[src/rtl/instruction_sequencer_pkg.sv]
// Shared sequencer definitions: FSM states, one-hot step codes, PC increment
// and the opcode constants the control units decode against.
package sequencer_pkg;

  typedef enum logic [1:0] {
    FETCH   = 2'd0,
    EXECUTE = 2'd1,
    FAULT   = 2'd2
  } seq_state_e;

  localparam logic [4:0] STEP_NONE = 5'b00000;
  localparam logic [4:0] STEP1     = 5'b00001;
  localparam logic [4:0] STEP2     = 5'b00010;
  localparam logic [4:0] STEP3     = 5'b00100;
  localparam logic [4:0] STEP4     = 5'b01000;
  localparam logic [4:0] STEP5     = 5'b10000;

  localparam logic [31:0] PC_INCR = 32'd4;

  localparam logic [6:0] OP_LUI    = 7'b0110111;
  localparam logic [6:0] OP_AUIPC  = 7'b0010111;
  localparam logic [6:0] OP_JAL    = 7'b1101111;
  localparam logic [6:0] OP_JALR   = 7'b1100111;
  localparam logic [6:0] OP_BRANCH = 7'b1100011;
  localparam logic [6:0] OP_LOAD   = 7'b0000011;
  localparam logic [6:0] OP_STORE  = 7'b0100011;
  localparam logic [6:0] OP_IMM    = 7'b0010011;
  localparam logic [6:0] OP_REG    = 7'b0110011;

endpackage

[src/rtl/instruction_sequencer_if.sv]
// Fetch bus plus the step/field/done link between the sequencer (master)
// and the memory and control units (slave).
interface instruction_sequencer_if;
  logic        mem_req;
  logic [31:0] mem_addr;
  logic        mem_ack;
  logic [31:0] mem_rdata;
  logic        done;
  logic        pc_load;
  logic [31:0] pc_target;
  logic [4:0]  instruction_counter;
  logic [6:0]  opcode;
  logic [6:0]  funct7;
  logic [4:0]  rd;
  logic [4:0]  rs1;
  logic [4:0]  rs2;
  logic [2:0]  funct3;
  logic [31:0] pc;
  logic        fault;

  modport master (
    output mem_req, mem_addr, instruction_counter,
    output opcode, funct7, rd, rs1, rs2, funct3, pc, fault,
    input  mem_ack, mem_rdata, done, pc_load, pc_target
  );

  modport slave (
    input  mem_req, mem_addr, instruction_counter,
    input  opcode, funct7, rd, rs1, rs2, funct3, pc, fault,
    output mem_ack, mem_rdata, done, pc_load, pc_target
  );
endinterface

[src/rtl/instruction_sequencer_field_split.sv]
// Purely combinational RV32 field slicing of an instruction word.
module instruction_field_split (
  input  logic [31:0] i_ir,
  output logic [6:0]  o_opcode,
  output logic [4:0]  o_rd,
  output logic [2:0]  o_funct3,
  output logic [4:0]  o_rs1,
  output logic [4:0]  o_rs2,
  output logic [6:0]  o_funct7
);
  assign o_opcode = i_ir[6:0];
  assign o_rd     = i_ir[11:7];
  assign o_funct3 = i_ir[14:12];
  assign o_rs1    = i_ir[19:15];
  assign o_rs2    = i_ir[24:20];
  assign o_funct7 = i_ir[31:25];
endmodule

[src/rtl/instruction_sequencer.sv]
// Fetch-and-step sequencer: fetches an instruction, then walks a one-hot step
// vector until done. Optional fetch-ack timeout under `SEQ_FETCH_TIMEOUT_EN.
module instruction_sequencer
  import sequencer_pkg::*;
#(
  parameter logic [31:0] RESET_PC       = 32'h0000_0000,
  parameter int          TIMEOUT_CYCLES = 16
) (
  input logic                     clk,
  input logic                     resetn,
  instruction_sequencer_if.master bus
);

  seq_state_e  r_state;
  seq_state_e  w_state_nxt;
  logic        r_started;
  logic [31:0] r_pc;
  logic [31:0] r_ir;
  logic [4:0]  r_counter;
  logic        w_mem_req;
  logic        w_fault;
  logic        w_ack;
  logic        w_last_step;
  logic [6:0]  w_opcode;
  logic [6:0]  w_funct7;
  logic [4:0]  w_rd;
  logic [4:0]  w_rs1;
  logic [4:0]  w_rs2;
  logic [2:0]  w_funct3;

  assign w_ack       = w_mem_req & bus.mem_ack;
  assign w_last_step = (r_counter == STEP5);

`ifdef SEQ_FETCH_TIMEOUT_EN
  localparam int TO_W = $clog2(TIMEOUT_CYCLES + 1);
  logic [TO_W-1:0] r_to_cnt;
  logic            w_timeout;

  // Counts consecutive unanswered request cycles; the last one trips the fault.
  assign w_timeout = w_mem_req & ~bus.mem_ack &
                     (r_to_cnt == TO_W'(TIMEOUT_CYCLES - 1));

  always_ff @(posedge clk or negedge resetn) begin
    if (!resetn) begin
      r_to_cnt <= '0;
    end else if (!w_mem_req || bus.mem_ack) begin
      r_to_cnt <= '0;
    end else begin
      r_to_cnt <= r_to_cnt + 1'b1;
    end
  end
`endif

  always_ff @(posedge clk or negedge resetn) begin
    if (!resetn) begin
      r_state <= FETCH;
    end else begin
      r_state <= w_state_nxt;
    end
  end

  always_comb begin
    w_state_nxt = r_state;
    case (r_state)
      FETCH: begin
        if (w_ack) begin
          w_state_nxt = EXECUTE;
        end
`ifdef SEQ_FETCH_TIMEOUT_EN
        else if (w_timeout) begin
          w_state_nxt = FAULT;
        end
`endif
      end
      EXECUTE: begin
        // done on the final step still completes the instruction normally
        if (bus.done) begin
          w_state_nxt = FETCH;
        end else if (w_last_step) begin
          w_state_nxt = FAULT;
        end
      end
      FAULT:   w_state_nxt = FAULT;
      default: w_state_nxt = FAULT;
    endcase
  end

  // The request is held off for the first cycle out of reset.
  always_comb begin
    w_mem_req = 1'b0;
    w_fault   = 1'b0;
    case (r_state)
      FETCH:   w_mem_req = r_started;
      FAULT:   w_fault   = 1'b1;
      default: ;
    endcase
  end

  always_ff @(posedge clk or negedge resetn) begin
    if (!resetn) begin
      r_started <= 1'b0;
    end else begin
      r_started <= 1'b1;
    end
  end

  always_ff @(posedge clk or negedge resetn) begin
    if (!resetn) begin
      r_pc      <= RESET_PC;
      r_ir      <= '0;
      r_counter <= STEP_NONE;
    end else begin
      case (r_state)
        FETCH: begin
          if (w_ack) begin
            r_ir      <= bus.mem_rdata;
            r_counter <= STEP1;
          end
        end
        EXECUTE: begin
          if (bus.done) begin
            r_counter <= STEP_NONE;
            r_pc      <= bus.pc_load ? bus.pc_target : (r_pc + PC_INCR);
          end else if (w_last_step) begin
            r_counter <= STEP_NONE;
          end else begin
            r_counter <= {r_counter[3:0], 1'b0};
          end
        end
        default: r_counter <= STEP_NONE;
      endcase
    end
  end

  instruction_field_split u_field_split (
    .i_ir     (r_ir),
    .o_opcode (w_opcode),
    .o_rd     (w_rd),
    .o_funct3 (w_funct3),
    .o_rs1    (w_rs1),
    .o_rs2    (w_rs2),
    .o_funct7 (w_funct7)
  );

  assign bus.mem_req             = w_mem_req;
  assign bus.mem_addr            = r_pc;
  assign bus.pc                  = r_pc;
  assign bus.instruction_counter = r_counter;
  assign bus.fault               = w_fault;
  assign bus.opcode              = w_opcode;
  assign bus.funct7              = w_funct7;
  assign bus.rd                  = w_rd;
  assign bus.rs1                 = w_rs1;
  assign bus.rs2                 = w_rs2;
  assign bus.funct3              = w_funct3;

endmodule

[src/flat_wrapper.sv]
// flat-port wrapper written by rule: the top's interface ports become plain ports
module instruction_sequencer_flat import sequencer_pkg::*;
#(
  parameter logic [31:0] RESET_PC       = 32'h0000_0000,
  parameter int          TIMEOUT_CYCLES = 16
)
  (clk, resetn, bus_mem_req, bus_mem_addr, bus_instruction_counter, bus_opcode, bus_funct7, bus_rd, bus_rs1, bus_rs2, bus_funct3, bus_pc, bus_fault, bus_mem_ack, bus_mem_rdata, bus_done, bus_pc_load, bus_pc_target);
  instruction_sequencer_if bus_i ();
  input logic clk;
  input logic resetn;
  output wire logic [$bits(bus_i.mem_req)-1:0] bus_mem_req;
  output wire logic [$bits(bus_i.mem_addr)-1:0] bus_mem_addr;
  output wire logic [$bits(bus_i.instruction_counter)-1:0] bus_instruction_counter;
  output wire logic [$bits(bus_i.opcode)-1:0] bus_opcode;
  output wire logic [$bits(bus_i.funct7)-1:0] bus_funct7;
  output wire logic [$bits(bus_i.rd)-1:0] bus_rd;
  output wire logic [$bits(bus_i.rs1)-1:0] bus_rs1;
  output wire logic [$bits(bus_i.rs2)-1:0] bus_rs2;
  output wire logic [$bits(bus_i.funct3)-1:0] bus_funct3;
  output wire logic [$bits(bus_i.pc)-1:0] bus_pc;
  output wire logic [$bits(bus_i.fault)-1:0] bus_fault;
  input wire logic [$bits(bus_i.mem_ack)-1:0] bus_mem_ack;
  input wire logic [$bits(bus_i.mem_rdata)-1:0] bus_mem_rdata;
  input wire logic [$bits(bus_i.done)-1:0] bus_done;
  input wire logic [$bits(bus_i.pc_load)-1:0] bus_pc_load;
  input wire logic [$bits(bus_i.pc_target)-1:0] bus_pc_target;
  assign bus_mem_req = bus_i.mem_req;
  assign bus_mem_addr = bus_i.mem_addr;
  assign bus_instruction_counter = bus_i.instruction_counter;
  assign bus_opcode = bus_i.opcode;
  assign bus_funct7 = bus_i.funct7;
  assign bus_rd = bus_i.rd;
  assign bus_rs1 = bus_i.rs1;
  assign bus_rs2 = bus_i.rs2;
  assign bus_funct3 = bus_i.funct3;
  assign bus_pc = bus_i.pc;
  assign bus_fault = bus_i.fault;
  assign bus_i.mem_ack = bus_mem_ack;
  assign bus_i.mem_rdata = bus_mem_rdata;
  assign bus_i.done = bus_done;
  assign bus_i.pc_load = bus_pc_load;
  assign bus_i.pc_target = bus_pc_target;
  instruction_sequencer #(.RESET_PC(RESET_PC), .TIMEOUT_CYCLES(TIMEOUT_CYCLES)) u_core (.clk(clk), .resetn(resetn), .bus(bus_i));
endmodule
[config.mk]
export PLATFORM = sky130hd
export DESIGN_NAME = instruction_sequencer_flat
export DESIGN_NICKNAME = d
export VERILOG_FILES = /design/src/rtl/instruction_sequencer_pkg.sv /design/src/rtl/instruction_sequencer_if.sv /design/src/rtl/instruction_sequencer_field_split.sv /design/src/rtl/instruction_sequencer.sv /design/src/flat_wrapper.sv
export SDC_FILE = /design/constraint.sdc
export NUM_CORES = 1
export LEC_CHECK = 0
export ABC_AREA = 1
export ABC_CLOCK_PERIOD_IN_PS = 1500
export CORE_UTILIZATION = 39
export DETAILED_ROUTE_END_ITERATION = 7
export PLACE_DENSITY = 0.84
export SYNTH_ARGS = -nofsm -noshare
export SYNTH_HDL_FRONTEND = slang
export SYNTH_SLANG_ARGS = --single-unit
[constraint.sdc]
create_clock -name clk -period 1.5 [get_ports clk]
set_clock_uncertainty 0.05 [all_clocks]
set_input_delay 0.3 -clock clk [delete_from_list [all_inputs] [get_ports clk]]
set_output_delay 0.3 -clock clk [all_outputs]
set_load 0.05 [all_outputs]
* Word level (Yosys, flattened, before mapping)
Cells that the tools add are included.
** Storage, ports and cells
- Register bits after elaboration :: 72
- Bits of input ports :: 69
- Output and inout bits :: 103
- Word-level logic and storage cells :: 27
** Cells by class
- Add/subtract/negate cells :: 1
- Eq/ne operators :: 5
- Mux-type cells :: 11
- Bitwise gates (word level) :: 1
- Reduce and logical (&&, ||, !) cells :: 4
** Operator list (number)
- 32-bit by 3-bit adder with 32-bit output (second input constant) :: 1
- 32-bit two-way mux :: 1
- 5-bit two-way mux :: 3
- 5-bit one-hot mux with 2 select lines :: 1
- 2-bit two-way mux :: 3
- 2-bit AND reduction :: 3
- 5-bit == test (second input constant) :: 1
- 2-bit one-hot mux with 2 select lines :: 1
- 3-bit by 2-bit != test with 1-bit output (second input constant) :: 1
- 2-bit by 1-bit == test with 1-bit output (second input constant) :: 1
- 2-bit == test (second input constant) :: 1
- 2-bit logical NOT :: 1
- 1-bit two-way mux :: 2
- 2-bit by 1-bit != test with 1-bit output (second input constant) :: 1
- 1-bit bitwise AND :: 1

* Longest topological paths before layout
- Depth in word-level cells :: 5
- Mapped depth :: 10
- Depth with buffers taken out :: 10

* Hierarchy
From an unflattened synthesis, not the netlist that was laid out.
** Second synthesis, totals
- Cell total of the unflattened synthesis :: 534
- Area, all modules :: 4286.6 um^2
** By module, submodules not included
- instruction_sequencer :: times used 1, cells each 502, area an instance 4046.4 um^2, sequential area each 1801.7 um^2
- instruction_field_split :: times used 1, cells each 32, area an instance 240.2 um^2, sequential area each 0.0 um^2

* Least setup slack after synthesis
Ideal clock, no wire load.
- Path kind :: reg2reg
- From :: register u_core.r_pc[2], in the netlist u_core.bus.mem_addr[2]
- To :: register u_core.r_pc[30], in the netlist u_core.bus.mem_addr[30]
- Library setup time :: 0.118 ns
- Arrival :: 1.770 ns
- Data required time :: 1.332 ns
- Slack :: -0.438 ns
- Cell stages (with the launch flop) :: 11
- Path buffers :: 0
- Period minus slack after synthesis :: 1.938 ns
- Cell sequence :: dfrtp_1 ha_1 nand2_1 nor2_2 nand2_1 nor2_1 nand2_1 nand2_1 nand3_1 nand2_1 nand2_1
** On the way
- Word-level cells in the longest chain between the ends :: 2
** Ends and longest elaborated chain
- start: declaration :: line instruction_sequencer.sv:17 : logic [31:0] r_pc;
- start signal: assignment :: line instruction_sequencer.sv:123 : r_pc <= bus.pc_load ? bus.pc_target : (r_pc + PC_INCR);
- 32-bit by 3-bit adder with 32-bit output :: line instruction_sequencer.sv:123
- 32-bit two-way mux :: line instruction_sequencer.sv:123
Every way passes these cells.
A chain may end at the register's enable or synchronous reset.

* Final worst setup path
- From :: register u_core.r_state[1]
- To :: register u_core.r_ir[11]
** On the way
- Word-level cells in the longest chain between the ends :: 4
** Ends and longest elaborated chain
- start: declaration :: line instruction_sequencer.sv:14 : seq_state_e r_state;
- start signal: assignment :: line instruction_sequencer.sv:58 : r_state <= w_state_nxt;
- 2-bit logical NOT * :: line instruction_sequencer.sv:92, instruction_sequencer.sv:113
- 1-bit two-way mux :: line instruction_sequencer.sv:92 : case (r_state)
- 1-bit bitwise AND :: line instruction_sequencer.sv:31 : assign w_ack = w_mem_req & bus.mem_ack;
- 2-bit AND reduction (no line) *
- end signal: assignment :: line instruction_sequencer.sv:116 : r_ir <= bus.mem_rdata;
- end: declaration :: line instruction_sequencer.sv:18 : logic [31:0] r_ir;
Every way passes the cells marked *; elsewhere a longest branch is shown, timed or not.

==> flow_metrics.tcl <==
set metrics [dict create \
    status "finished with violations" \
    violations "negative setup slack" \
    fin_crit_ns 1.64 \
    power.switching_w 0.000909 \
    clock.fmax_mhz 610 \
    internal-power_w 0.00298 \
    busiest_layer "met2" \
    wirelength_um 14700 \
    viasPerCell 5.11 \
    cap_violations 0 \
    start_util 0.401 \
    cts_buffers 9 \
    layout.nets 781 \
    ys_seq_elements 72 \
    arrival_ns 1.83 \
    synthFlopType "dfrtp_1" \
    htree_levels 3 \
    die_w_um 105 \
    worstPathRequired_ns 1.69 \
    dieHeight_um 105 \
    place.gp.congestion 0.919 \
    fin_ws_ns -0.139 \
    path_max_fanout 9 \
    firstDrtPassIters 4 \
    grt_use_met3 0.0898 \
    vias 4357 \
    fp.coreArea_mm2 0.0103 \
    grt_pass1_wl_um 21800 \
    worstSetupEndpointType "register" \
    place_inst 818 \
    antenna_found_initial 0 \
    switching_share 0.234 \
    insertion_delay_ns 0.35 \
    grt_pass1_vias 4466 \
    gr-usage-met2 0.449 \
    clock-root-buffer "clkbuf_8" \
    setup_tns_ns -4.51 \
    ant_nets 0 \
    yosysWarningCount 0 \
    grt_use_met1 0.275 \
    wl_per_cell_um 17.2 \
    syn_inst 497 \
    final_layout_size_suffix_gt1_frac 0.453 \
    dp_hpwl_um 10400 \
    final-hold-violation-count 0 \
    grtUsageTotal 0.253 \
    ir_drop_v 0.000362 \
    clockBufferDepth 2 \
    synth_cell_types 33 \
    tritoncts "done" \
    multi_input_area_mm2 0.00217 \
    syn_area_mm2 0.00413 \
    seq_area_frac_synth 0.437 \
    fp-row-count 37 \
    holdWs_ns 0.435 \
    fillers 622 \
    final_max_slew_viol_count 0 \
    min_path_type "input pin to register" \
    port_buffers 171 \
    seq_area_mm2 0.00184 \
    synth_nets 567 \
    final_cell_count_no_fill 852 \
    grt_max_degree 73 \
    synth_edf_count 0 \
    n_antenna_cell 0 \
    drt_drc_violations_left 0 \
    ios 172 \
    critPathKind "register to register" \
    post-route-period-util 1.09 \
    clock_sinks 72 \
    syn_to_final_growth_pct 93.8 \
    seqPwrFrac 0.499 \
    overflow 0 \
    powerDensity_mw_per_mm2 486 \
    comb_power_share 0.072 \
    clkTransAtPathRegs_ns 0.08 \
    power_frac_clock 0.429 \
    async_flop_share 1.00 \
    crit_path_start_kind "register" \
    leakagePower_nw 3.64 \
    finalSetupViolCount 56 \
    rsz0062_at_grt "true" \
    die_area_mm2 0.0110 \
    postSynthAreaPerCell_um2 8.30 \
    first_iter_violations 275 \
]
## worst max-delay path, cell delays in order (launching register included)
cell and delay [ns]:
dfrtp_1 0.44, nor3b_4 0.31, buf_6 0.16, nand2_8 0.08, clkbuf_16 0.19, mux2_4 0.30
## path summary, 6_finish.rpt
| check | from | end | slack, ns | cells after the start |
|---|---|---|---|---|
| setup / recovery | u_core.r_state[1]$_DFFE_PN0P_ | u_core.r_ir[11]$_DFFE_PN0P_ | -0.14 | 5 |
| hold / removal | bus_pc_target[12] | u_core.bus.mem_addr[12]$_DFFE_PN0P_ | 0.44 | 3 |
| setup reg to reg | u_core.r_state[1]$_DFFE_PN0P_ | u_core.r_ir[11]$_DFFE_PN0P_ | -0.14 | 5 |
| hold reg to reg | u_core.r_ir[8]$_DFFE_PN0P_ | u_core.r_ir[8]$_DFFE_PN0P_ | 0.53 | 1 |
| max in group asynchronous | resetn | u_core.bus.mem_addr[28]$_DFFE_PN0P_ | 0.60 | 3 |
| min in group asynchronous | resetn | u_core.r_ir[2]$_DFFE_PN0P_ | 0.47 | 3 |
## flip-flops by register name, summed over array words and instances (netlist names)
name	count
u_core.bus.instruction_counter	5
u_core.bus.mem_addr	32
u_core.r_state	2
u_core.r_started	1
u_core.r_ir	32
## per-stage QoR
stage                     instance area [µm²]   util  total power (W)  setup slack (ns)
after CTS                                7700  0.749          0.00387            -0.113
after global placement                   7320  0.712          0.00224            -0.278
after detailed placement                 7320  0.712          0.00225            -0.329
after floorplan                          4260      -          0.00201            -0.314
after global routing                     7990  0.778          0.00399            -0.178
final                                    7990  0.778          0.00388            -0.139
## kinds of logic (layout without fill, tap and decap cells)
| kind of cell | Yosys count | count (layout) | synth area share |
|---|---|---|---|
| compound gates | 36 | 36 | 0.0519 |
| fa+ha+maj | 1 | 1 | 0.00303 |
| buf+inv | 84 | 303 | 0.115 |
| flops | 72 | 72 | 0.437 |
| mux | 32 | 32 | 0.112 |
| other cells | 1 | 1 | 0.000909 |
| simple gates | 271 | 271 | 0.281 |
## routing by layer
layer	wire, µm	vias up	part of all wire
met1	5380	2082	0.37
met3	1360	46	0.093
met5	0	-	0
met4	463	0	0.032
met2	7450	234	0.51
li1	-	1995	-
## power by group through the flow
| stage | sequential [W] | combinational [W] | clock [W] |
|---|---|---|---|
| final | 0.00194 | 0.000279 | 0.00167 |
| after global routing | 0.00194 | 0.000299 | 0.00175 |
| after CTS | 0.00194 | 0.000276 | 0.00165 |
| after detailed placement | 0.00198 | 0.000270 | 0 |
| after global placement | 0.00198 | 0.000263 | 0 |
| after floorplan | 0.00198 | 0.0000263 | 0 |
## layout by cell type, fill, tap and decap left out, types with 14 or more instances in the layout
cell type	netlist	layout
clkdlybuf4s50_1	0	67
nand3_1	36	33
buf_4	33	57
nor2_1	67	49
nand2_1	141	124
dfrtp_2	0	29
mux2_4	27	27
buf_12	0	107
inv_1	38	36
nor2_4	0	14
dfrtp_1	72	43
## cell type report
cell class | count | share of cell area
tap | 136 | 0.0213
sequential | 72 | 0.230
clock inverter | 4 | 0.00657
inverter | 40 | 0.0197
clock buffer | 12 | 0.0194
timing repair buffer | 247 | 0.431
multi-input combinational | 341 | 0.272
## Yosys cell counts, types with 3 or more instances
master | instances | area share
dfrtp_1 | 72 | 0.44
nor2_2 | 4 | 0.0061
o22ai_1 | 10 | 0.015
nor2_1 | 67 | 0.061
nand4_1 | 3 | 0.0046
mux2_4 | 27 | 0.098
o21ai_1 | 4 | 0.0049
a21oi_1 | 7 | 0.0085
nor3_1 | 12 | 0.015
mux2_2 | 5 | 0.014
buf_6 | 4 | 0.011
buf_2 | 4 | 0.0049
nand2_1 | 141 | 0.13
inv_1 | 38 | 0.035
o21ai_0 | 9 | 0.011
clkbuf_1 | 3 | 0.0027
nand3_1 | 36 | 0.044
buf_4 | 33 | 0.060
## repair_timing
| action | in CTS | in global routing |
|---|---|---|
| endpoints found under the hold margin | 72 | 0 |
| buffers inserted | 5 | 11 |
| pin swaps | 10 | 10 |
| gates cloned | 1 | 2 |
| resized for setup | 30 | 46 |
| setup endpoints to repair | 44 | 71 |
| hold buffers | 1 | 0 |
(Power assumes the default switching activity.)
